$ cat config.mk
export PLATFORM = sky130hd
export DESIGN_NAME = fsmc_ctrl_regbank
export DESIGN_NICKNAME = d
export VERILOG_FILES = /design/src/rtl/fsmc_ctrl_pkg.sv /design/src/rtl/fsmc_pulse_chan.sv /design/src/rtl/fsmc_ctrl_regbank.sv
export SDC_FILE = /design/constraint.sdc
export NUM_CORES = 1
export LEC_CHECK = 0
export ABC_CLOCK_PERIOD_IN_PS = 2350
export BUFFER_PORTS_ARGS = -buffer_cell sky130_fd_sc_hd__buf_2
export CORE_MARGIN = 4
export CORE_UTILIZATION = 49
export CTS_BUF_LIST = sky130_fd_sc_hd__clkbuf_8
export DETAILED_ROUTE_END_ITERATION = 10
export PLACE_DENSITY_LB_ADDON = 0.3
export RECOVER_POWER = 50
export SYNTH_ARGS = -nofsm -noshare
export SYNTH_HDL_FRONTEND = slang
export SYNTH_SLANG_ARGS = --single-unit
$ cat constraint.sdc
create_clock -name clk -period 2.35 [get_ports clk]
set_input_delay 0.235 -clock clk [delete_from_list [all_inputs] [get_ports clk]]
set_output_delay 0.235 -clock clk [all_outputs]
set_load 0.005 [all_outputs]
$ cat src/rtl/fsmc_ctrl_pkg.sv
// Shared definitions for the FSMC control register bank: channel mode encoding
// and the register map offsets that sit above the per-channel shadow words.
package fsmc_ctrl_pkg;

    typedef enum logic {
        MODE_LEVEL = 1'b0,
        MODE_PULSE = 1'b1
    } chan_mode_t;

    function automatic int addr_mode(input int num_ch);
        return num_ch;
    endfunction

    function automatic int addr_commit(input int num_ch);
        return num_ch + 1;
    endfunction

endpackage

$ cat src/rtl/fsmc_pulse_chan.sv
// One control channel: active word plus a down-counter that clears the word
// PULSE_LEN cycles after a load when the channel is in pulse mode.
module fsmc_pulse_chan
    import fsmc_ctrl_pkg::*;
#(
    parameter int DW        = 16,
    parameter int PULSE_LEN = 8
) (
    input  logic          clk,
    input  logic          rst,
    input  logic          load,
    input  logic [DW-1:0] value,
    input  chan_mode_t    mode,
    output logic [DW-1:0] active,
    output logic          busy
);

    localparam int            CW    = $clog2(PULSE_LEN + 1);
    localparam logic [CW-1:0] LEN_C = CW'(PULSE_LEN);

    logic [DW-1:0] act_d, act_q;
    logic [CW-1:0] cnt_d, cnt_q;

    // A load always wins over the running count, so a new commit restarts the
    // pulse and a level load stops any pulse in progress.
    always_comb begin
        act_d = act_q;
        cnt_d = cnt_q;
        if (load) begin
            act_d = value;
            cnt_d = (mode == MODE_PULSE) ? LEN_C : '0;
        end else if (cnt_q != '0) begin
            cnt_d = cnt_q - 1'b1;
            if (cnt_q == CW'(1)) begin
                act_d = '0;
            end
        end
    end

    always_ff @(posedge clk) begin
        if (!rst) begin
            act_q <= '0;
            cnt_q <= '0;
        end else begin
            act_q <= act_d;
            cnt_q <= cnt_d;
        end
    end

    assign active = act_q;
    assign busy   = (cnt_q != '0);

endmodule

$ cat src/rtl/fsmc_ctrl_regbank.sv
// FSMC-side control register bank: shadow words and MODE written over the bus,
// transferred atomically to the channel outputs on a commit.
module fsmc_ctrl_regbank
    import fsmc_ctrl_pkg::*;
#(
    parameter int NUM_CH    = 4,
    parameter int DW        = 16,
    parameter int AW        = 3,
    parameter int PULSE_LEN = 8
) (
    input  logic                 clk,
    input  logic                 rst,
    input  logic                 wr_en,
    input  logic [AW-1:0]        wr_addr,
    input  logic [DW-1:0]        wr_data,
    input  logic                 rd_en,
    input  logic [AW-1:0]        rd_addr,
    output logic [DW-1:0]        rd_data,
    output logic                 rd_valid,
    input  logic                 commit_i,
    output logic [NUM_CH*DW-1:0] ctrl_out,
    output logic                 ctrl_upd,
    output logic [NUM_CH-1:0]    pulse_busy,
    output logic                 addr_err
);

    localparam logic [AW-1:0] A_MODE   = AW'(addr_mode(NUM_CH));
    localparam logic [AW-1:0] A_COMMIT = AW'(addr_commit(NUM_CH));
    localparam int            N_MAPPED = NUM_CH + 2;

    logic [DW-1:0]     shadow_d [NUM_CH];
    logic [DW-1:0]     shadow_q [NUM_CH];
    logic [NUM_CH-1:0] mode_sh_d, mode_sh_q;
    logic [DW-1:0]     rd_data_d, rd_data_q;
    logic              rd_valid_d, rd_valid_q;
    logic              ctrl_upd_d, ctrl_upd_q;
    logic              addr_err_d, addr_err_q;

    logic wr_bad, rd_bad, commit;

    assign wr_bad = !(32'(wr_addr) < 32'(N_MAPPED));
    assign rd_bad = !(32'(rd_addr) < 32'(N_MAPPED));
    assign commit = commit_i | (wr_en & (wr_addr == A_COMMIT));

    // Channels load from shadow_q, so a write in the commit cycle only reaches
    // the shadow after the commit has taken the old contents.
    always_comb begin
        shadow_d  = shadow_q;
        mode_sh_d = mode_sh_q;
        if (wr_en) begin
            for (int i = 0; i < NUM_CH; i++) begin
                if (wr_addr == AW'(i)) begin
                    shadow_d[i] = wr_data;
                end
            end
            if (wr_addr == A_MODE) begin
                mode_sh_d = wr_data[NUM_CH-1:0];
            end
        end
    end

    always_comb begin
        rd_data_d  = rd_data_q;
        rd_valid_d = rd_en;
        if (rd_en) begin
            rd_data_d = '0;
            for (int i = 0; i < NUM_CH; i++) begin
                if (rd_addr == AW'(i)) begin
                    rd_data_d = shadow_q[i];
                end
            end
            if (rd_addr == A_MODE) begin
                rd_data_d = DW'(mode_sh_q);
            end
        end
        ctrl_upd_d = commit;
        addr_err_d = (wr_en & wr_bad) | (rd_en & rd_bad);
    end

    always_ff @(posedge clk) begin
        if (!rst) begin
            shadow_q   <= '{default: '0};
            mode_sh_q  <= '0;
            rd_data_q  <= '0;
            rd_valid_q <= 1'b0;
            ctrl_upd_q <= 1'b0;
            addr_err_q <= 1'b0;
        end else begin
            shadow_q   <= shadow_d;
            mode_sh_q  <= mode_sh_d;
            rd_data_q  <= rd_data_d;
            rd_valid_q <= rd_valid_d;
            ctrl_upd_q <= ctrl_upd_d;
            addr_err_q <= addr_err_d;
        end
    end

    for (genvar g = 0; g < NUM_CH; g++) begin : g_ch
        fsmc_pulse_chan #(
            .DW        (DW),
            .PULSE_LEN (PULSE_LEN)
        ) u_chan (
            .clk    (clk),
            .rst    (rst),
            .load   (commit),
            .value  (shadow_q[g]),
            .mode   (chan_mode_t'(mode_sh_q[g])),
            .active (ctrl_out[g*DW +: DW]),
            .busy   (pulse_busy[g])
        );
    end

    assign rd_data  = rd_data_q;
    assign rd_valid = rd_valid_q;
    assign ctrl_upd = ctrl_upd_q;
    assign addr_err = addr_err_q;

endmodule

=== Word-level counts from Yosys, hierarchy flattened ===
Index checks and enable logic that the tools add are counted.

* Magnitude comparators: 2
* Bitwise operators: 5
* Reduce and logical (&&, ||, !) cells: 25
* Muxes and demuxes: 29
* $add $sub $neg: 4
* Eq/ne operators: 13

{| class="wikitable"
|+ Operator list
! kind !! number
|-
| $mux W16 || 17
|-
| $mux W4 || 12
|-
| $reduce_and A2 Y1 || 9
|-
| $eq A4 B1 Y1 const B || 4
|-
| $reduce_bool A2 Y1 || 8
|-
| $reduce_bool A4 Y1 || 4
|-
| $sub A4 B1 Y4 const B || 4
|-
| $eq A3 B2 Y1 const B || 4
|-
| $eq A3 B3 Y1 const B || 3
|-
| $eq A3 B1 Y1 const B || 2
|-
| $logic_not A3 Y1 || 2
|-
| $lt A3 B3 Y1 const B || 2
|-
| $and A1 B1 Y1 || 3
|-
| $logic_not A1 Y1 || 2
|-
| $or A1 B1 Y1 || 2
|}

* Bits in registers: 167
* Logic and storage cells: 95
* Output and inout port bits: 87
* Input port bits: 27

=== Longest topological paths before layout ===
Gate-level depths: netlist of the first run.

* Word-level depth: 6
* Depth in mapped cells: 6
* Depth with buffers taken out: 5

=== Cells and area by module ===
Synthesis of the first run repeated with hierarchy kept, for this count alone.

* Cells, all modules: 813
* Area, all modules: 7488.4 um2

{| class="wikitable"
|+ By module, submodules not included
! module !! instances !! seq. area each (um2) !! cells an instance !! area an instance (um2)
|-
| fsmc_pulse_chan || 4 || 400.4 || 95 || 939.7
|-
| fsmc_ctrl_regbank || 1 || 1741.7 || 433 || 3729.8
|}

=== Worst setup path before layout of the first run ===
OpenSTA, ideal clock, no wires.

* Kind: register to register
* Start: register g_ch[0].u_chan.cnt_q[0]
* End: register g_ch[0].u_chan.act_q[10]
* Stages on the path, launching flop included: 7
* Path slack: 671 ps
* Library setup time: 117 ps
* Buffers on the path: 1
* Arrival time: 1562 ps
* Data required time: 2233 ps
* Clock period less this slack: 1679 ps
* Path through: dfxtp_1 -> inv_1 -> ha_1 -> nor4b_1 -> nor4_4 -> buf_6 -> a22o_2

* Cells in the longest elaborated chain, start to end: 3
* Elaborated cells on any way between the ends: 5
* Classes of those cells: eq/ne: 1; reduce/logical: 4

{| class="wikitable"
|+ Ends and longest elaborated chain
! what !! line !! text
|-
| start: declaration || fsmc_pulse_chan.sv:22 || <nowiki>logic [CW-1:0] cnt_d, cnt_q;</nowiki>
|-
| start signal: assignment || fsmc_pulse_chan.sv:46 || <nowiki>cnt_q <= cnt_d;</nowiki>
|-
| $eq A4 B1 Y1 or $reduce_bool A4 Y1 (tied branches) || fsmc_pulse_chan.sv:34, fsmc_pulse_chan.sv:32 ||
|-
| $reduce_bool A2 Y1 (no source line) || n/a ||
|-
| $reduce_and A2 Y1 (no source line) * || n/a ||
|-
| end signal: assignment || fsmc_pulse_chan.sv:45 || <nowiki>act_q <= act_d;</nowiki>
|-
| end: declaration || fsmc_pulse_chan.sv:21 || <nowiki>logic [DW-1:0] act_d, act_q;</nowiki>
|}

Mark *: on every way between the ends. The rest lies on a longest branch, timed or not.
A chain may end at the register's enable or synchronous reset.

=== Worst setup path after layout of the first run ===
* Start: input rd_addr[0]
* End: register rd_data_q[0], in the netlist rd_data[0]

* Cells in the longest elaborated chain, start to end: 6
* Elaborated cells on any way between the ends: 10
* Classes of those cells: eq/ne: 4; mux: 5; reduce/logical: 1

{| class="wikitable"
|+ Ends and longest elaborated chain
! what !! line !! text
|-
| start: declaration || fsmc_ctrl_regbank.sv:17 || <nowiki>input logic [AW-1:0] rd_addr,</nowiki>
|-
| $logic_not A3 Y1 || fsmc_ctrl_regbank.sv:68 || <nowiki>if (rd_addr == AW'(i)) begin</nowiki>
|-
| $mux W16 (4 in a row) || fsmc_ctrl_regbank.sv:68 ||
|-
| $mux W16 * || fsmc_ctrl_regbank.sv:72 || <nowiki>if (rd_addr == A_MODE) begin</nowiki>
|-
| end signal: assignment || fsmc_ctrl_regbank.sv:91 || <nowiki>rd_data_q <= rd_data_d;</nowiki>
|-
| end: declaration || fsmc_ctrl_regbank.sv:34 || <nowiki>logic [DW-1:0] rd_data_d, rd_data_q;</nowiki>
|}

Marked as above.

==> impl_metrics.ini, run 1 <==
[layout]
ff_latch_area_sq_um = 3340
finalNonFillerCells = 958
postLayoutCellArea_sq_um = 7490
final_nets = 807
multiInputGateArea_sq_um = 2920
num-fill-cells = 1202
syn2layout_area_growth_pct = 12.4
diodes = 0
drive_above_1_share_pct = 17.8

[synth]
synth_fa_ha_area_share_pct = 1.50
ys_top_cells_by_area = dfxtp_1 50%, nand2_1 8.1%, a22o_1 7.1%
synth-edff-count = 0
synthArstFlopShare_pct = 0
synthSimpleGateAreaFrac_pct = 15.8
synth_compound_area_share_pct = 21.0
syn_area_sq_um = 6660
yosys.area.top_type_share_pct = 50.2
synth_nets = 726
synth_most_common_cell = dfxtp_1
synthFlopType = dfxtp_1
synth_top_area_cell = dfxtp_1
post_synth.cell_area_avg_sq_um = 9.64
synth_xor_area_share_pct = 0.526
synth_top_family_by_area = compound AO/OA/AOI/OAI gates
yosys_register_bits = 167
synth_cell_types = 54
ys_top_cells_by_count = 167 x dfxtp_1, 144 x nand2_1, 79 x a21oi_1
ys_seq_area_share_pct = 50.2
synth_warnings = 0
synthMuxAreaShare_pct = 4.98
synth_cells = 691

[cts]
cts_made_buffers = 17
cts_hold_buffers = 0
cts_max_path_buffers = 2
htree_levels = 4
clk_pin_slew_ns = 0.08
cts_root_buffer = clkbuf_8
post_cts_resize_count = 0
cts_sinks = 167
clock_latency_ns = 0.45
cts_tree = yes
cts_setup_buffers = 0

[routing]
vias = 5460
vias_per_cell = 5.70
wl_per_cell_um = 18.2
drt_wl_total_um = 17500
drc_errors = 0
drt_iter0_drc = 446
ant_nets = 0
drtPass1Iterations = 5

[worst_setup_path]
worst-r2r-cell-count = 5
crit_type = input port to flop
crit_fanout = 25
rr_startpoint = g_ch[0].u_chan.cnt_q[0]
rr_endpoint = g_ch[0].u_chan.active[4]
cp-start-kind = input port
crit_start = rd_addr[0]
r2r_slack_ns = 0.37
endpoint = rd_data[0]
arrival_ns = 2.55
cp.required_ns = 2.72
endpoint_kind = flop

[placement]
dp_hpwl_um = 12500
place_area_sq_um = 7200
portBuffers = 113
gp_congestion = 0.876
post-place-cells = 929

[timing]
relSlewSlack_pct = 2.77
fmax_mhz = 459
rsz0062_at_grt = false
tns_ns = 0
post-route-min-period_ns = 2.18
setup_viol = 0
maxSlewViolCount = 0
finalHoldViolations = 0
period_share_pct = 92.8
clock_skew_ns = 0.00727
tightestPinTransition_ns = 1.46

[grt]
grt_pass1_vias = 5247
grt_pass1_wl_um = 27700
antenna_found_initial = 1
grt.overflow.total = 0
track_usage_pct = 22.3
grt_start_max_net_pins = 74

[floorplanning]
die_area_sq_um = 15500
coreArea_sq_um = 13300
fp-row-count = 42
ioPinCount = 114
start_util_pct = 50.1
die_x_um = 125
die_h_um = 125

[run_status]
status = completed

[worst_hold_path]
worst_hold_path_type = input port to flop
hold_start = wr_data[14]

[pwr]
p_per_area_nw_per_um2 = 724
ir_worst_vdd_v = 0.000317
p_leak_nw = 2.80

[job]
drv_cap = 0
routing by layer:
layer / wire (um) / GRT usage, % / vias to the layer above / share of wire, %
met5: 12 / 0 / - / 0.069
met2: 7880 / 32.9 / 215 / 45
met3: 1320 / 5.66 / 33 / 7.5
met1: 7970 / 31.2 / 2591 / 46
met4: 298 / 8.64 / 2 / 1.7
li1: - / - / 2619 / -
cells in the final DEF, fill, tap and decap left out, types with 3 or more instances in the layout:
cell / instances
a211oi_1: 4
a21oi_1: 79
a221oi_1: 11
a22o_1: 54
a22o_2: 10
a311oi_1: 3
a31oi_1: 3
buf_2: 59
buf_4: 8
clkbuf_1: 54
clkbuf_8: 22
dfxtp_1: 167
ha_1: 8
inv_1: 12
inv_2: 3
mux2_2: 15
mux2i_1: 14
nand2_1: 144
nand2b_1: 3
nand3b_1: 3
nand4bb_1: 3
nor2_1: 20
nor3_1: 5
nor4_4: 4
nor4b_1: 4
o21ai_0: 12
o221ai_1: 14
or3b_2: 4
xnor2_1: 4
report_power, final:
group          internal (mW)  switching, mW
registers               2.89         0.0522
clock network           1.05          0.946
logic                  0.178          0.302
sequential cells by signal, indices dropped and copies added, names as in the netlist:
| name | count |
|---|---|
| ctrl_upd | 1 |
| rd_valid | 1 |
| mode_sh_q | 4 |
| rd_data | 16 |
| addr_err | 1 |
| g_ch.u_chan.active | 64 |
| g_ch.u_chan.cnt_q | 16 |
| shadow_q | 64 |
worst max-delay path: stages:
cell and delay, ns:
clkbuf_1 1.03, clkbuf_1 0.56, mux2i_1 0.18, or3_1 0.34
a31oi_1 0.18
metrics by stage:
step / setup WS [ns] / hold WS [ns] / utilization, % / power, mW
after floorplan: 0.671 / 0.371 / - / 3.36
after global placement: 0.369 / 0.451 / 54.2 / 3.46
after detailed placement: 0.330 / 0.450 / 54.2 / 3.49
after CTS: 0.305 / 0.0489 / 57.0 / 5.46
after global routing: 0.0997 / 0.0449 / 56.3 / 5.61
final: 0.169 / 0.0790 / 56.3 / 5.42
area by class of cell:
class,count,area share (%)
Clock buffer,22,4.04
Clock inverter,7,1.07
Inverter,11,0.551
Multi-Input combinational cell,450,39.1
Sequential cell,167,44.7
Tap cell,176,2.94
Timing Repair Buffer,125,7.69
how the worst min path moves through the flow:
stage,to,slack [ns],depth (start not counted)
after floorplan,shadow_q[14],0.37,2
after global placement,g_ch[2].u_chan.active[14],0.45,1
after detailed placement,g_ch[2].u_chan.active[4],0.45,1
after CTS,shadow_q[47],0.05,3
after global routing,shadow_q[47],0.04,3
final,shadow_q[62],0.08,3
cell families after synthesis:
logic type | after synthesis
simple gates | 209
compound gates | 199
flops | 167
buf+inv | 74
mux | 30
fa+ha+maj | 8
xor+xnor | 4
Note: power is estimated with default switching activity, not from simulation.
==> run 2: changes to the inputs <==
- CORE_ASPECT_RATIO: default -> 1.4
- CORE_UTILIZATION: 49 -> 40
==> run 2 against run 1 <==
  * Cell count increased by 2.7%
  * Critical path depth unchanged
  * Total power decreased by 3.6%
  * Critical path type unchanged
  * Wire length increased by 7.1%
  * Clock skew increased by 0.0013 ns
  * Clock power decreased by 9.5%
  * Die area increased by 21%
  * First-iteration DRC count decreased by 22%
  * Fmax increased by 7.3%
  * Core utilization decreased by 10 points
  * Register-to-register slack improved by 0.04 ns
  * Non-clock buffer count increased by 1
==> impl_metrics.ini, run 2 (synthesized netlist as in run 1, its figures left out) <==
[worst_setup_path]
crit_chain = clkbuf_1 -> inv_1 -> a21oi_4 -> buf_2 -> a22o_1
endpoint_kind = flop
critPathSlowestCell = buf_2
r2r_slack_ns = 0.41
cp.required_ns = 2.74
rr_endpoint = g_ch[2].u_chan.active[11]
crit_start = rst
rr_startpoint = g_ch[2].u_chan.cnt_q[0]
cp-start-kind = input port
crit_type = input port to flop
crit_fanout = 66
worst-r2r-cell-count = 5
arrival_ns = 2.43
slowest_delay_ns = 1.02

[timing]
rsz0062_at_grt = false
finalHoldViolations = 0
tightestPinTransition_ns = 1.33
setup_viol = 0
relSlewSlack_pct = 11.5
post-route-min-period_ns = 2.03
tns_ns = 0
fmax_mhz = 492
holdWs_ns = 0.0615
maxSlewViolCount = 0
period_share_pct = 86.5
clock_skew_ns = 0.00860

[layout]
final_common_cell = dfxtp_1
drive_above_1_share_pct = 18.7
finalNonFillerCells = 984
fin_util_pct = 46.1
final_cell_mix = 167 x dfxtp_1, 144 x nand2_1, 79 x a21oi_1, 69 x buf_2, 54 x a22o_1
num-fill-cells = 1644
syn2layout_area_growth_pct = 12.6
final_nets = 808
diodes = 0

[pwr]
p_leak_nw = 2.85
p_per_area_nw_per_um2 = 698
ir_worst_vdd_v = 0.000361
total_power_mw = 5.23

[floorplanning]
coreArea_sq_um = 16200
ioPinCount = 114
fp-row-count = 55
die_h_um = 161
start_util_pct = 41.0
die_x_um = 117
die_area_sq_um = 18800

[placement]
portBuffers = 113
post-place-cells = 953
dp_hpwl_um = 13200
gp_congestion = 0.787

[cts]
cts_max_path_buffers = 2
clk_pin_slew_ns = 0.08
cts_tree = yes
clock_latency_ns = 0.45
cts_made_buffers = 17
cts_sinks = 167
post_cts_resize_count = 0
htree_levels = 4
cts_root_buffer = clkbuf_8
cts_hold_buffers = 0
cts_setup_buffers = 0

[run_status]
status = completed

[worst_hold_path]
hold_depth = 3
worst_hold_path_type = input port to flop
hold_start = wr_data[14]
whs_endpoint = shadow_q[30]

[routing]
vias_per_cell = 5.36
drt_wl_total_um = 18700
vias = 5277
drt_iter0_drc = 349
ant_nets = 0
drtPass1Iterations = 4
wl_per_cell_um = 19.0
drc_errors = 0

[grt]
grt_pass1_vias = 5195
grt_pass1_wl_um = 28600
grt_start_max_net_pins = 67
antenna_found_initial = 0
grt.overflow.total = 0
track_usage_pct = 20.1

[job]
drv_cap = 0
[run 2: cell types whose count changed in the layout (fill, tap and decap cells not counted), sizes merged]
cell / previous run / this run
clkinv: 1 / 3
buf: 69 / 76
bufinv: 2 / 0
inv: 15 / 17
clkbuf: 78 / 72
[run 2: per-stage QoR]
step,instance area (sq um),setup slack (ns)
4_1_cts,7590,0.281
5_1_grt,7490,0.178
2_1_floorplan,6660,0.671
6_report,7490,0.318
3_5_place_dp,7250,0.408
3_3_place_gp,7250,0.451
[run 2: layout make-up]
cell class / count / area, sq um / share of cell area (%)
Sequential cell: 167 / 3340 / 44.6
Inverter: 11 / 41.3 / 0.551
Tap cell: 199 / 249 / 3.32
Clock inverter: 9 / 37.5 / 0.501
Timing Repair Buffer: 126 / 588 / 7.85
Multi-Input combinational cell: 450 / 2930 / 39.1
Clock buffer: 22 / 303 / 4.04
[run 2: worst max-delay path: cells and delay by family]
| family | cells | cell delay [ns] |
|---|---|---|
| buffers and inverters | 3 | 1.67 |
| AO/OA/AOI/OAI | 2 | 0.49 |
[run 2: how the worst max path moves through the flow]
stage / cells past startpoint / to / slack, ns
final: 5 / g_ch[1].u_chan.active[12] / 0.32
after global routing: 5 / g_ch[1].u_chan.active[11] / 0.18
after CTS: 4 / pulse_busy[1] / 0.28
after detailed placement: 4 / g_ch[0].u_chan.active[7] / 0.41
after global placement: 5 / g_ch[3].u_chan.active[14] / 0.45
after floorplan: 6 / g_ch[0].u_chan.active[10] / 0.67
[run 2: power by group]
part	total, mW	switching [mW]	internal, mW	leakage [nW]
logic	0.482	0.305	0.177	1.29
clock network	1.81	0.967	0.838	0.202
registers	2.94	0.0506	2.89	1.35
[run 2: metal layers]
metal	track usage, %	up-vias	wire (um)
li1	-	2618	-
met1	23.0	2476	7630
met2	35.8	148	9740
met3	4.56	35	831
met4	7.36	0	521
met5	0	-	0
